## config.mk

```make
export PLATFORM = sky130hd
export DESIGN_NAME = det_arbiter
export DESIGN_NICKNAME = d
export VERILOG_FILES = /design/src/rtl/det_arb_pkg.sv /design/src/rtl/det_pipe.sv /design/src/rtl/det_arbiter.sv
export SDC_FILE = /design/constraint.sdc
export NUM_CORES = 1
export LEC_CHECK = 0
export BUFFER_PORTS_ARGS = -buffer_cell sky130_fd_sc_hd__clkbuf_2
export CELL_PAD_IN_SITES_DETAIL_PLACEMENT = 1
export CELL_PAD_IN_SITES_GLOBAL_PLACEMENT = 1
export CORE_AREA = 8 8 246 248
export DETAILED_ROUTE_END_ITERATION = 6
export DIE_AREA = 0 0 254 256
export PLACE_DENSITY = 0.66
export SYNTH_ARGS = -nofsm -noshare
export SYNTH_HDL_FRONTEND = slang
export SYNTH_SLANG_ARGS = --single-unit
```

## constraint.sdc

```tcl
create_clock -name clk -period 7.7 [get_ports clk]
set_input_delay 2.31 -clock clk [delete_from_list [all_inputs] [get_ports clk]]
set_output_delay 2.31 -clock clk [all_outputs]
set_load 0.05 [all_outputs]
```

## src/rtl/det_arb_pkg.sv

```systemverilog
// Shared definitions for the determinant arbiter and its pipelined datapath.
// Holds default sizes, the result width and the ID-to-one-hot helper.
package det_arb_pkg;

    localparam int NREQ_DEF = 4;
    localparam int W_DEF    = 12;
    localparam int RW       = 2 * W_DEF;

    typedef struct packed {
        logic signed [W_DEF-1:0] a;
        logic signed [W_DEF-1:0] b;
        logic signed [W_DEF-1:0] c;
        logic signed [W_DEF-1:0] d;
    } det_op_t;

    // Covers up to 8 requesters; callers size-cast the result down to NREQ.
    function automatic logic [7:0] id2onehot(input logic [2:0] id);
        return 8'(1) << id;
    endfunction

endpackage

```

## src/rtl/det_pipe.sv

```systemverilog
// Two-stage pipelined determinant a*d - b*c with valid and ID passthrough.
// Stage 1 registers both products, stage 2 registers the difference and one-hot strobe.
module det_pipe
    import det_arb_pkg::*;
#(
    parameter int NREQ = NREQ_DEF,
    parameter int W    = W_DEF,
    parameter int IDW  = $clog2(NREQ)
) (
    input  logic                  clk,
    input  logic                  reset,
    input  logic                  op_valid,
    input  logic [IDW-1:0]        op_id,
    input  logic signed [W-1:0]   op_a,
    input  logic signed [W-1:0]   op_b,
    input  logic signed [W-1:0]   op_c,
    input  logic signed [W-1:0]   op_d,
    output logic [NREQ-1:0]       res_valid,
    output logic [IDW-1:0]        res_id,
    output logic [2*W-1:0]        res_data,
    output logic                  busy
);

    localparam int PW = 2 * W;

    logic                  s1_valid;
    logic [IDW-1:0]        s1_id;
    logic signed [PW-1:0]  p0;
    logic signed [PW-1:0]  p1;
    logic signed [PW-1:0]  a_x, b_x, c_x, d_x;

    assign a_x = $signed({{W{op_a[W-1]}}, op_a});
    assign b_x = $signed({{W{op_b[W-1]}}, op_b});
    assign c_x = $signed({{W{op_c[W-1]}}, op_c});
    assign d_x = $signed({{W{op_d[W-1]}}, op_d});

    always_ff @(posedge clk or posedge reset) begin
        if (reset) begin
            s1_valid <= 1'b0;
            s1_id    <= '0;
            p0       <= '0;
            p1       <= '0;
        end else begin
            s1_valid <= op_valid;
            if (op_valid) begin
                s1_id <= op_id;
                p0    <= a_x * d_x;
                p1    <= b_x * c_x;
            end
        end
    end

    // Data and ID hold between results; only res_valid qualifies them.
    always_ff @(posedge clk or posedge reset) begin
        if (reset) begin
            res_valid <= '0;
            res_id    <= '0;
            res_data  <= '0;
        end else begin
            res_valid <= s1_valid ? NREQ'(id2onehot(3'(s1_id))) : '0;
            if (s1_valid) begin
                res_id   <= s1_id;
                res_data <= p0 - p1;
            end
        end
    end

    assign busy = s1_valid | (|res_valid);

endmodule

```

## src/rtl/det_arbiter.sv

```systemverilog
// Round-robin arbiter with per-requester burst lock in front of one shared
// determinant pipeline; results return one-hot tagged to the winning requester.
module det_arbiter
    import det_arb_pkg::*;
#(
    parameter int NREQ = NREQ_DEF,
    parameter int W    = W_DEF,
    parameter int IDW  = $clog2(NREQ)
) (
    input  logic                  clk,
    input  logic                  reset,
    input  logic [NREQ-1:0]       req_valid,
    input  logic [NREQ-1:0]       req_lock,
    input  logic [NREQ*W-1:0]     req_a,
    input  logic [NREQ*W-1:0]     req_b,
    input  logic [NREQ*W-1:0]     req_c,
    input  logic [NREQ*W-1:0]     req_d,
    output logic [NREQ-1:0]       req_ready,
    output logic [NREQ-1:0]       rsp_valid,
    output logic [IDW-1:0]        rsp_id,
    output logic [2*W-1:0]        rsp_data,
    output logic                  busy
);

    logic [IDW-1:0] ptr;
    logic [IDW-1:0] grant_id;
    logic [IDW-1:0] cand;
    logic           grant_ok;
    logic           handshake;
    logic [W-1:0]   a_arr [NREQ];
    logic [W-1:0]   b_arr [NREQ];
    logic [W-1:0]   c_arr [NREQ];
    logic [W-1:0]   d_arr [NREQ];

    always_comb begin
        for (int i = 0; i < NREQ; i++) begin
            a_arr[i] = req_a[i*W +: W];
            b_arr[i] = req_b[i*W +: W];
            c_arr[i] = req_c[i*W +: W];
            d_arr[i] = req_d[i*W +: W];
        end
    end

    // Rotating-priority search: first valid requester at or after ptr wins.
    always_comb begin
        grant_ok = 1'b0;
        grant_id = '0;
        cand     = '0;
        for (int k = 0; k < NREQ; k++) begin
            cand = IDW'((int'(ptr) + k) % NREQ);
            if (!grant_ok && req_valid[cand]) begin
                grant_ok = 1'b1;
                grant_id = cand;
            end
        end
    end

    assign handshake = grant_ok & ~reset;

    always_comb begin
        req_ready = '0;
        if (handshake)
            req_ready = NREQ'(id2onehot(3'(grant_id)));
    end

    // A locked winner keeps priority by leaving ptr on itself.
    always_ff @(posedge clk or posedge reset) begin
        if (reset) begin
            ptr <= '0;
        end else if (handshake) begin
            if (req_lock[grant_id])
                ptr <= grant_id;
            else if (grant_id == IDW'(NREQ - 1))
                ptr <= '0;
            else
                ptr <= grant_id + IDW'(1);
        end
    end

    det_pipe #(
        .NREQ (NREQ),
        .W    (W),
        .IDW  (IDW)
    ) u_pipe (
        .clk       (clk),
        .reset     (reset),
        .op_valid  (handshake),
        .op_id     (grant_id),
        .op_a      ($signed(a_arr[grant_id])),
        .op_b      ($signed(b_arr[grant_id])),
        .op_c      ($signed(c_arr[grant_id])),
        .op_d      ($signed(d_arr[grant_id])),
        .res_valid (rsp_valid),
        .res_id    (rsp_id),
        .res_data  (rsp_data),
        .busy      (busy)
    );

endmodule

```

==> results by group <==
Logic synthesis
  – Synth Register Bits: 83
  – Post-Synth Simple-Gate Area: 0.1540
  – Post-synth EDFFs: 0
  – Post-synth top cells: inv_1 (392), nand2_1 (347), fa_1 (277)
  – Post-synthesis net count: 2544
  – Top cells by area, synth: fa_1 (33%), dfrtp_1 (12%), ha_1 (9.6%), inv_1 (8.8%), nand2_1 (7.8%)
  – Cells after synthesis: 1936
  – Avg Inst Size Synth: 8.669 um2
  – Netlist cell types: 64
  – Mapped cell area: 16780 um2
  – Most common cell in the synthesized netlist: inv_1
  – Mux contribution to synthesized area: 0.06769
  – Sequential share of the synthesized area: 0.1238
  – Post-synthesis xor/xnor area fraction: 0.03235
  – Main combinational cell family by area after synthesis: adder cells
  – Synth warnings: 0
  – Adder-Cell Fraction of Synth Area: 0.4266
  – Cell taking the most area after synthesis: fa_1
  – Yosys top cell area share: 0.3304
  – Ys flop type: dfrtp_1
  – Complex-gate fraction of the synthesized area: 0.08469
  – Share of synthesized registers carrying an async set or reset: 1.000

CTS
  – Clk root buf: clkbuf_16
  – # hold bufs at CTS: 0
  – Reg clk slew, reported paths: 80 ps
  – Clock latency on the worst-skew pair: 360 ps
  – Total clock sinks: 83
  – Total CTS buffers: 9
  – CTS tree: done
  – Clock buffer depth: 2
  – H-tree depth: 3

Route
  – WL per Instance: 17.70 um
  – Antenna Violating Nets Remaining: 0
  – DRC: 0
  – Iteration count of the initial detailed-routing pass: 5
  – Initial DRC Count: 478
  – Via count: 15026
  – Via density: 4.648
  – Final wirelength: 57.22 mm

Die
  – Initial Util: 0.2954
  – Die Span Y: 256 um
  – Core area: 56810 um2
  – Die X: 254 um
  – Die ar.: 65020 um2
  – I/O pins: 237
  – Num rows: 88

Cells and area
  – Fraction of layout cells with a size suffix above 1: 0.3363
  – Fill count: 6805
  – Final-stage net count: 3071
  – Antenna Cells: 0
  – Synth-to-Final Area Change: 37.64%

Setup path
  – CP top delay family: adder cells
  – CP required: 7990 ps
  – CP max-delay cell: fa_1
  – Crit-path max FO: 10
  – Data arrival, critical path: 8510 ps
  – Worst setup path class: input pin to flop
  – Kind of launch point of the worst setup path: input pin
  – Buf+Inv Stages, Crit Path: 11
  – Crit. End Element: flop
  – Flop2flop setup slack: 960 ps
  – Crit path top cell by count: fa_1
  – CP peak stage delay: 560 ps

Global routing
  – Initial antenna violation count: 0
  – Gr busiest metal: met2
  – Total track usage: 0.1711
  – First-pass GRT wire length: 90.32 mm
  – Vias in the first global route: 17367
  – GRT met2 Usage: 0.3081
  – Total gr overflow: 0
  – Routing usage on met1: 0.2156
  – Largest net degree at the start of global routing: 77
  – GR Layer Usage met3: 0.02030

Timing
  – Max Clk Rate: 121.7 MHz
  – Fin. Hold Viols: 0
  – Max_slew headroom: 0.4122
  – Fin crit period: 8216 ps
  – Tcrit/Tclk final: 1.067
  – RSZ-0062 raised after global routing: true
  – Setup TNS Final: -8062 ps
  – Fin Clk Skew: 20.27 ps
  – Final worst slack: -515.6 ps
  – Slew Limit Fails: 0
  – Setup violations, final: 24
  – Worst Tran Pin Value: 881.6 ps

Outcome
  – Status: finished with violations
  – Failing checks: setup timing

Placement
  – Place WS: -1133 ps
  – HPWL after DPL: 47.30 mm
  – IO buf count: 236
  – Gpl congestion: 0.8673

Hold path
  – Min-delay worst type: flop to flop

Job
  – Max Cap Viol: 0
==> path summary, 6_finish.rpt <==
path | start | to | cells after the start
worst min register to register | u_pipe.res_data[3] | u_pipe.res_data[3] | 2
worst max-delay path | req_valid[3] | u_pipe.p1[23] | 27
worst max register to register | ptr[0] | u_pipe.p1[23] | 27
min in group asynchronous | reset | ptr[0] | 2
max in group asynchronous | reset | u_pipe.res_id[1] | 3
worst min-delay path | u_pipe.res_data[3] | u_pipe.res_data[3] | 2
==> metal layers <==
metal / vias up / wire [um]
met4: 0 / 1100
met1: 7658 / 25000
li1: 7049 / -
met3: 54 / 1702
met5: - / 0
met2: 265 / 29420
==> cell type report <==
class / count / area [um2] / share of cell area
clock buffers: 10 / 239.0 / 0.01035
multi-input cells: 1379 / 13820 / 0.5983
well taps: 765 / 957.2 / 0.04143
inverters: 394 / 1509 / 0.06532
repair buffers: 596 / 4442 / 0.1923
flip-flops and latches: 83 / 2077 / 0.08991
clock inverters: 6 / 55.05 / 0.002383
==> placed cells by master, fill, tap and decap left out, types with 16 or more instances in the layout <==
master / instances
fa_1: 262
and3_1: 20
inv_1: 370
mux2_2: 24
buf_4: 296
nand2_1: 328
buf_12: 23
and2_1: 47
dfrtp_1: 83
ha_4: 16
xor2_1: 21
nor2b_1: 25
buf_6: 27
o21ai_0: 48
nand2_2: 16
clkbuf_2: 232
nor2_1: 69
ha_1: 109
mux2i_1: 58
a21oi_2: 17
xnor2_1: 34
inv_2: 21
o21ai_1: 17
a21oi_1: 21
a21o_1: 20
==> per-stage QoR <==
stage                     hold WS, ps  instances  utilization  cell area (um2)
final                           486.7       3233       0.4066            23100
after global routing            516.8       3233       0.4066            23100
after CTS                       491.6       3184       0.3868            21980
after detailed placement        474.7       3142       0.3719            21130
after global placement          462.9       3142       0.3719            21130
after floorplan                 442.8       1936            -            17230
==> state kept, by name, indices dropped and copies added, names as in the netlist <==
register          cells
u_pipe.p1            24
u_pipe.p0            24
u_pipe.res_id         2
ptr                   2
u_pipe.s1_valid       1
u_pipe.s1_id          2
u_pipe.res_data      24
u_pipe.res_valid      4
==> timing repair <==
action | CTS | global route
pin swaps | 32 | 35
gates resized for setup | 74 | 159
endpoints found under the setup margin | 24 | 30
gates cloned | 2 | 8
setup buffers | 25 | 42
==> cells by family after synthesis <==
group,Yosys count
DFF,83
and+or+nand+nor,581
muxes,110
adders and majority gates,406
AOI/OAI and AO/OA,220
xor gates and xnor gates,62
buffers and inverters,474
==> worst reg2reg max path: cells and delay by family (launching register included) <==
| kind | cells | cell delay [ps] |
|---|---|---|
| flip-flops | 1 | 460 |
| buffers and inverters | 9 | 1090 |
| multiplexers | 2 | 410 |
| AND/OR/NAND/NOR | 6 | 1370 |
| AO/OA/AOI/OAI | 4 | 750 |
| adder cells (fa/ha/maj) | 6 | 2600 |
Power is not shown: default switching activity piles up to over one toggle a cycle in this logic, so the estimate is an artifact.
